## src/rtl/branch_pkg.sv

```systemverilog
// ============================================================================
// branch_pkg : shared kind encodings and FSM state encoding for branch_ctrl
// Rev 1.0
// ============================================================================
`default_nettype none

package branch_pkg;

  localparam logic [1:0] KIND_NONE = 2'b00;
  localparam logic [1:0] KIND_COND = 2'b10;
  localparam logic [1:0] KIND_JUMP = 2'b11;

  // Wide enough for the largest legal FLUSH_CYC (15).
  localparam int FLUSH_CNT_W = 4;

  typedef enum logic [1:0] {
    ST_IDLE      = 2'd0,
    ST_WAIT_FLAG = 2'd1,
    ST_REDIRECT  = 2'd2,
    ST_FLUSH     = 2'd3
  } state_e;

endpackage

`default_nettype wire

```

## src/rtl/branch_eval.sv

```systemverilog
// ============================================================================
// branch_eval : combinational taken decision from branch kind and ALU flag
// Rev 1.0
// ============================================================================
`default_nettype none

module branch_eval (
  input  logic [1:0] kind,
  input  logic       flag,
  output logic       taken
);

  assign taken = kind[1] & (kind[0] | flag);

endmodule

`default_nettype wire

```

## src/rtl/branch_ctrl.sv

```systemverilog
// ============================================================================
// branch_ctrl : branch-resolution sequencer (redirect + squash + stall).
// Optional statistics counters enabled by macro BRANCH_STATS_EN.  Rev 1.0
// ============================================================================
`default_nettype none

module branch_ctrl
  import branch_pkg::*;
#(
  parameter int ADDR_W    = 32,
  parameter int FLUSH_CYC = 2
`ifdef BRANCH_STATS_EN
  ,
  parameter int CNT_W     = 16
`endif
) (
  input  logic              clk,
  input  logic              rst_n,
  input  logic              br_valid,
  output logic              br_ready,
  input  logic [1:0]        br_kind,
  input  logic [ADDR_W-1:0] br_target,
  input  logic              flag_valid,
  input  logic              flag,
  output logic              stall,
  output logic              redirect,
  output logic [ADDR_W-1:0] redirect_pc,
  output logic              flush,
  output logic              busy
`ifdef BRANCH_STATS_EN
  ,
  output logic [CNT_W-1:0]  taken_cnt,
  output logic [CNT_W-1:0]  ntaken_cnt
`endif
);

  localparam logic [FLUSH_CNT_W-1:0] FLUSH_LOAD = FLUSH_CNT_W'(FLUSH_CYC - 1);

  state_e                  state_q, state_d;
  logic [1:0]              kind_q, kind_d;
  logic [ADDR_W-1:0]       target_q, target_d;
  logic [ADDR_W-1:0]       redirect_pc_q, redirect_pc_d;
  logic [FLUSH_CNT_W-1:0]  fcnt_q, fcnt_d;
  logic                    taken;

  branch_eval u_eval (
    .kind  (kind_q),
    .flag  (flag),
    .taken (taken)
  );

  always_comb begin
    state_d       = state_q;
    kind_d        = kind_q;
    target_d      = target_q;
    redirect_pc_d = redirect_pc_q;
    fcnt_d        = fcnt_q;
    case (state_q)
      ST_IDLE: begin
        if (br_valid) begin
          kind_d   = br_kind;
          target_d = br_target;
          if (br_kind == KIND_JUMP) begin
            state_d       = ST_REDIRECT;
            redirect_pc_d = br_target;
          end else if (br_kind == KIND_COND) begin
            state_d = ST_WAIT_FLAG;
          end
        end
      end
      ST_WAIT_FLAG: begin
        if (flag_valid) begin
          if (taken) begin
            state_d       = ST_REDIRECT;
            redirect_pc_d = target_q;
          end else begin
            state_d = ST_IDLE;
          end
        end
      end
      ST_REDIRECT: begin
        fcnt_d  = FLUSH_LOAD;
        state_d = (FLUSH_CYC == 1) ? ST_IDLE : ST_FLUSH;
      end
      ST_FLUSH: begin
        // Counter holds the flush cycles still owed, this one included.
        if (fcnt_q != '0) fcnt_d = fcnt_q - 1'b1;
        if (fcnt_q <= 1) state_d = ST_IDLE;
      end
      default: state_d = ST_IDLE;
    endcase
  end

  always_ff @(posedge clk or negedge rst_n) begin
    if (!rst_n) begin
      state_q       <= ST_IDLE;
      kind_q        <= KIND_NONE;
      target_q      <= '0;
      redirect_pc_q <= '0;
      fcnt_q        <= '0;
    end else begin
      state_q       <= state_d;
      kind_q        <= kind_d;
      target_q      <= target_d;
      redirect_pc_q <= redirect_pc_d;
      fcnt_q        <= fcnt_d;
    end
  end

  assign br_ready    = (state_q == ST_IDLE);
  assign busy        = (state_q != ST_IDLE);
  assign stall       = (state_q == ST_WAIT_FLAG);
  assign redirect    = (state_q == ST_REDIRECT);
  assign flush       = (state_q == ST_REDIRECT) || (state_q == ST_FLUSH);
  assign redirect_pc = redirect_pc_q;

`ifdef BRANCH_STATS_EN
  logic [CNT_W-1:0] taken_cnt_q, taken_cnt_d;
  logic [CNT_W-1:0] ntaken_cnt_q, ntaken_cnt_d;

  // REDIRECT never follows itself, so a next state of REDIRECT is an entry.
  always_comb begin
    taken_cnt_d  = taken_cnt_q;
    ntaken_cnt_d = ntaken_cnt_q;
    if ((state_d == ST_REDIRECT) && (taken_cnt_q != '1))
      taken_cnt_d = taken_cnt_q + 1'b1;
    if ((state_q == ST_WAIT_FLAG) && flag_valid && !taken && (ntaken_cnt_q != '1))
      ntaken_cnt_d = ntaken_cnt_q + 1'b1;
  end

  always_ff @(posedge clk or negedge rst_n) begin
    if (!rst_n) begin
      taken_cnt_q  <= '0;
      ntaken_cnt_q <= '0;
    end else begin
      taken_cnt_q  <= taken_cnt_d;
      ntaken_cnt_q <= ntaken_cnt_d;
    end
  end

  assign taken_cnt  = taken_cnt_q;
  assign ntaken_cnt = ntaken_cnt_q;
`endif

endmodule

`default_nettype wire

```

## config.mk

```make
export PLATFORM = sky130hd
export DESIGN_NAME = branch_ctrl
export DESIGN_NICKNAME = d
export VERILOG_FILES = /design/src/rtl/branch_pkg.sv /design/src/rtl/branch_eval.sv /design/src/rtl/branch_ctrl.sv
export SDC_FILE = /design/constraint.sdc
export NUM_CORES = 1
export LEC_CHECK = 0
export CAP_MARGIN = 20
export CORE_AREA = 4 4 100 102
export DETAILED_ROUTE_END_ITERATION = 8
export DIE_AREA = 0 0 104 106
export PLACE_DENSITY = 0.72
export SYNTH_ARGS = -nofsm -noshare
export SYNTH_HDL_FRONTEND = slang
export SYNTH_SLANG_ARGS = --single-unit
```

## constraint.sdc

```tcl
create_clock -name clk -period 4.59 [get_ports clk]
set_input_delay 1.377 -clock clk [delete_from_list [all_inputs] [get_ports clk]]
set_output_delay 1.377 -clock clk [all_outputs]
set_load 0.01 [all_outputs]
```

### Yosys cells after proc, flatten, opt, wreduce, memory -nomap -nowiden

Index checks and enable logic that the tools add are counted.

| operators by class | value |
|---|---|
| add/sub/neg operators | 1 |
| multipliers | 0 |
| div/mod/pow operators | 0 |
| $lt $le $gt $ge | 1 |
| equal/unequal tests | 12 |
| shift operators | 0 |
| mux-type cells | 14 |
| bitwise gates (word level) | 2 |
| reductions and logical operators | 10 |

Operators with widths:

| cell | count |
|---|---|
| two-way mux 32 bit | 4 |
| case mux 32 bit (2 select lines) | 1 |
| two-way mux 2 bit | 6 |
| equality test 2 bit, second input constant | 4 |
| != test 2 bit, second input constant | 4 |
| case mux 2 bit (4 select lines) | 1 |
| case mux 4 bit (2 select lines) | 1 |
| nonzero test 2 bit | 3 |
| AND reduction 5 bit | 1 |
| <= comparator 4 x 1 -> 1 bit, second input constant | 1 |
| two-way mux 4 bit | 1 |
| != test 2 x 1 -> 1 bit, second input constant | 2 |
| AND reduction 2 bit | 2 |
| AND reduction 4 bit | 1 |
| nonzero test 4 bit | 1 |
| subtractor 4 x 1 -> 4 bit, second input constant | 1 |
| != test 3 x 1 -> 1 bit, second input constant | 1 |
| equality test 2 x 1 -> 1 bit, second input constant | 1 |
| logical NOT 2 bit | 1 |
| AND 1 bit | 1 |
| logical OR 1 bit | 1 |
| OR 1 bit | 1 |

| storage, ports and cells | value |
|---|---|
| flip-flop bits (word level) | 72 |
| bits in latches | 0 |
| bits in writable memories | 0 |
| bits in read-only memories | 0 |
| bits of input ports | 39 |
| word-level logic and storage cells | 45 |
| memories kept | 0 |

### Depth between registers and ports, before layout

| logic depth | value |
|---|---|
| depth in word-level cells | 5 |
| depth in mapped cells | 8 |

### Cells and area by module

A second synthesis with hierarchy kept.

| second synthesis, totals | value |
|---|---|
| cells, all modules | 259 |
| area total of the unflattened synthesis | 3258.1 µm² |

By module, submodules not included:

| module | instances | cells each | area each (µm²) | seq. area each (µm²) |
|---|---|---|---|---|
| branch_ctrl | 1 | 258 | 3250.6 | 1801.7 |
| branch_eval | 1 | 1 | 7.5 | 0.0 |

### Worst setup path before layout

OpenSTA, ideal clock, no wires.

| timing | value |
|---|---|
| path type | input-to-reg |
| start | input port br_valid |
| end | register kind_q[0] |
| setup time | 0.125 ns |
| arrival time | 2.265 ns |
| slack | 2.200 ns |
| cell stages on the path | 3 |
| buffers on the path | 1 |
| path through | nor3b_4 -> buf_2 -> mux2_2 |

| between the ends | value |
|---|---|
| word-level cells in the longest chain between the ends | 1 |

RTL lines:

| item | line | text |
|---|---|---|
| start, declared | branch_ctrl.sv:19 | `input logic br_valid,` |
| AND reduction 2 bit (no line) | n/a |  |
| end signal, assigned | branch_ctrl.sv:103 | `kind_q <= kind_d;` |
| end, declared | branch_ctrl.sv:40 | `logic [1:0] kind_q, kind_d;` |

Every way passes these cells.
A chain may end at the register's enable or synchronous reset.

### Worst setup path in the final report

| timing | value |
|---|---|
| start | register state_q[1] |
| end | output port redirect |

| between the ends | value |
|---|---|
| word-level cells in the longest chain between the ends | 1 |

RTL lines:

| item | line | text |
|---|---|---|
| start, declared | branch_ctrl.sv:39 | `state_e state_q, state_d;` |
| start signal, assigned | branch_ctrl.sv:102 | `state_q <= state_d;` |
| equality test 2 bit | branch_ctrl.sv:113 | `assign redirect = (state_q == ST_REDIRECT);` |
| end, declared | branch_ctrl.sv:26 | `output logic redirect,` |

Every way passes these cells.

==> results.cfg <==
[setup_path]
endpoint_kind = output port
crit_type = register to output port
crit_path_max_fanout = 11
required_ns = 3.21
critical_path.startpoint_type = register
worst_ep_arrival_time_ns = 1.88

[sta]
setup_viol = 0
setup_total_negative_slack_ns = 0
final.period_utilization = 0.710
hold_viol = 0
fin_worst_hold_slack_ns = 0.506
setup_repair_after_global_routing_missed_its_margin = no
timing.final.crit_period_ns = 3.26
finalClockSkew_ns = 0.00959
relSlewSlack = 0.396
tightest_slew_ns = 0.906
maximum_frequency_from_static_timing_analysis_ghz = 0.307
pins_over_slew_limit = 0
worst_slack_ns = 1.33

[power_and_ir_drop]
vdd_ir_drop_max_mv = 0.437
p_sw_mw = 0.976
power.sequential.fraction = 0.396
internal_power_mw = 1.88
p_clk_frac = 0.155
cellPowerDensity_nw_per_um2 = 673
switching_share = 0.342
comb_power_share = 0.449
power.leakage_nw = 1.72

[die]
start_util = 0.360
die_h_um = 106
boundaryPins = 76
floorplan.die_area_um2 = 11000
floorplan.die.width_um = 104
floorplan.core_area_um2 = 9110
num_rows = 35

[synth]
synth_most_common_cell = dfrtp_1
syn_area_per_cell_um2 = 12.7
post_synth_num_cell_types = 27
yosys_most_used_dff = dfrtp_1
synth.ff_latch_count = 72
synthArstFlopShare = 1.00
synth-edff-count = 0
netlist_top_cells_count = 72 x dfrtp_1, 38 x nor2_1, 34 x mux2_2, 33 x mux2i_1, 28 x a21oi_2
post_synth_inst_count = 258
synth_area_um2 = 3280
share_of_the_synthesized_area_in_the_top_cell_type = 0.550
synth_seq_area_share = 0.550
netlist.top_cell.by_area = dfrtp_1
synth.top_cells.by_area = dfrtp_1 55%, mux2_2 12%, mux2i_1 10%
synth_fp_nets = 299
synth_warn = 0

[cts]
cts.sinks = 72
cts_tree = done
ctsResizeCount = 0
cts-hold-fix-buffers = 0
post_cts_buffers = 0
clk_path_buf_depth = 2
clock_tree.root_cell = clkbuf_8
clkSlewWorstSetupHoldPaths_ns = 0.07
tritoncts.num_buffers = 9
clk-insertion-delay-late_ns = 0.34
cts-htree-levels = 3

[global_route]
grt_overflow_total = 0
all_layer_gr_usage = 0.120
grt_pass1_wl_mm = 10.6
grt_pass1_vias = 2142
largest_net_degree_at_the_start_of_global_routing = 73
antenna_found_initial = 0

[placed_design]
dp_hpwl_mm = 4.19
port_buffers = 75
dp_slack_ns = 1.41
place_congestion = 0.768

[detailed_routing]
route.detailed.vias_per_inst = 4.77
remaining_drc_errors = 0
detailed_route_via_count = 2118
dr.pass1.iters = 4
detailedRoute.firstIterationViolations = 46
ant_nets = 0
wl_per_cell_um = 14.3
routed_wl_mm = 6.35

[run]
max-cap-violations = 0

[layout]
area_growth_syn_to_layout_pct = 29.3
final_net_count = 370
drive_above_1_share = 0.249
antenna-diode-count = 0

[outcome]
run_status = finished, final reports clean

[hold_path]
hold_path_class = register to register
-- state kept, by name (all words and copies together), names as in the netlist --
signal       flops
redirect_pc     32
fcnt_q           4
kind_q           2
target_q        32
state_q          2
-- metrics by stage --
stage,area (um^2),cells,utilization,power [mW]
final,4240,444,0.465,2.85
after global routing,4240,444,0.465,3.06
after CTS,4240,444,0.465,2.90
after detailed placement,4060,429,0.446,2.45
after global placement,4060,429,0.446,2.40
after floorplan,3280,258,-,1.96
-- cells in the final DEF, fill, tap and decap left out, types with 2 or more instances in the layout --
cell type         n
mux2i_1          33
buf_4             3
clkbuf_8         11
inv_1             5
a21oi_1           6
clkinv_2          2
or3_1             2
o21ai_0           2
clkdlybuf4s50_1  74
mux2_2           34
nor2_1           38
dfrtp_1          72
o221ai_1          2
a21oi_2          28
nand2_1           4
ha_1              2
-- metal layers --
metal | vias to the layer above | GRT usage | share of wire
met3 | 9 | 0.0370 | 0.058
met1 | 1019 | 0.150 | 0.45
met2 | 54 | 0.194 | 0.47
met5 | - | 0 | 0
met4 | 0 | 0.0484 | 0.014
li1 | 1036 | - | -
-- layout make-up --
type | count | area, um^2
clock buffer | 12 | 155
clock inverter | 3 | 17.5
fill | 862 | 4870
inverter | 5 | 18.8
multi-input combinational | 164 | 1340
sequential | 72 | 1800
tap | 111 | 139
timing repair buffer | 77 | 763
-- cells by family (layout without fill, tap and decap cells) --
family | count (synthesis) | count (layout) | share of synthesized area
XOR/XNOR | 1 | 1 | 0.00267
AO/OA/AOI/OAI | 45 | 45 | 0.110
flip-flops | 72 | 72 | 0.550
buffers and inverters | 22 | 97 | 0.0466
AND/OR/NAND/NOR | 49 | 49 | 0.0653
adder cells (fa/ha/maj) | 2 | 2 | 0.00764
multiplexers | 67 | 67 | 0.218
-- power groups by stage --
stage / Sequential [mW] / Clock [mW] / Combinational (mW)
floorplan: 1.16 / 0 / 0.805
global placement: 1.13 / 0 / 1.27
detailed placement: 1.15 / 0 / 1.30
CTS: 1.13 / 0.464 / 1.30
global route: 1.17 / 0.488 / 1.39
finish: 1.13 / 0.443 / 1.28
-- path summary, 6_finish.rpt --
check	startpoint	end	slack, ns	cells past startpoint
worst max-delay path	state_q[1]$_DFFE_PN0P_	redirect	1.33	2
worst min-delay path	target_q[10]$_DFFE_PN0P_	target_q[10]$_DFFE_PN0P_	0.51	1
worst max register to register	state_q[0]$_DFFE_PN0P_	redirect_pc[24]$_DFFE_PN0P_	2.06	5
worst min register to register	target_q[10]$_DFFE_PN0P_	target_q[10]$_DFFE_PN0P_	0.51	1
max in group asynchronous	rst_n	state_q[0]$_DFFE_PN0P_	2.84	1
min in group asynchronous	rst_n	redirect_pc[28]$_DFFE_PN0P_	1.17	1
-- worst max-delay path: stages (launching register included) --
cell and delay [ns]:
dfrtp_1 0.62, nor2b_1 0.33, clkdlybuf4s50_1 0.60
Power figures use the tool's default switching activity.
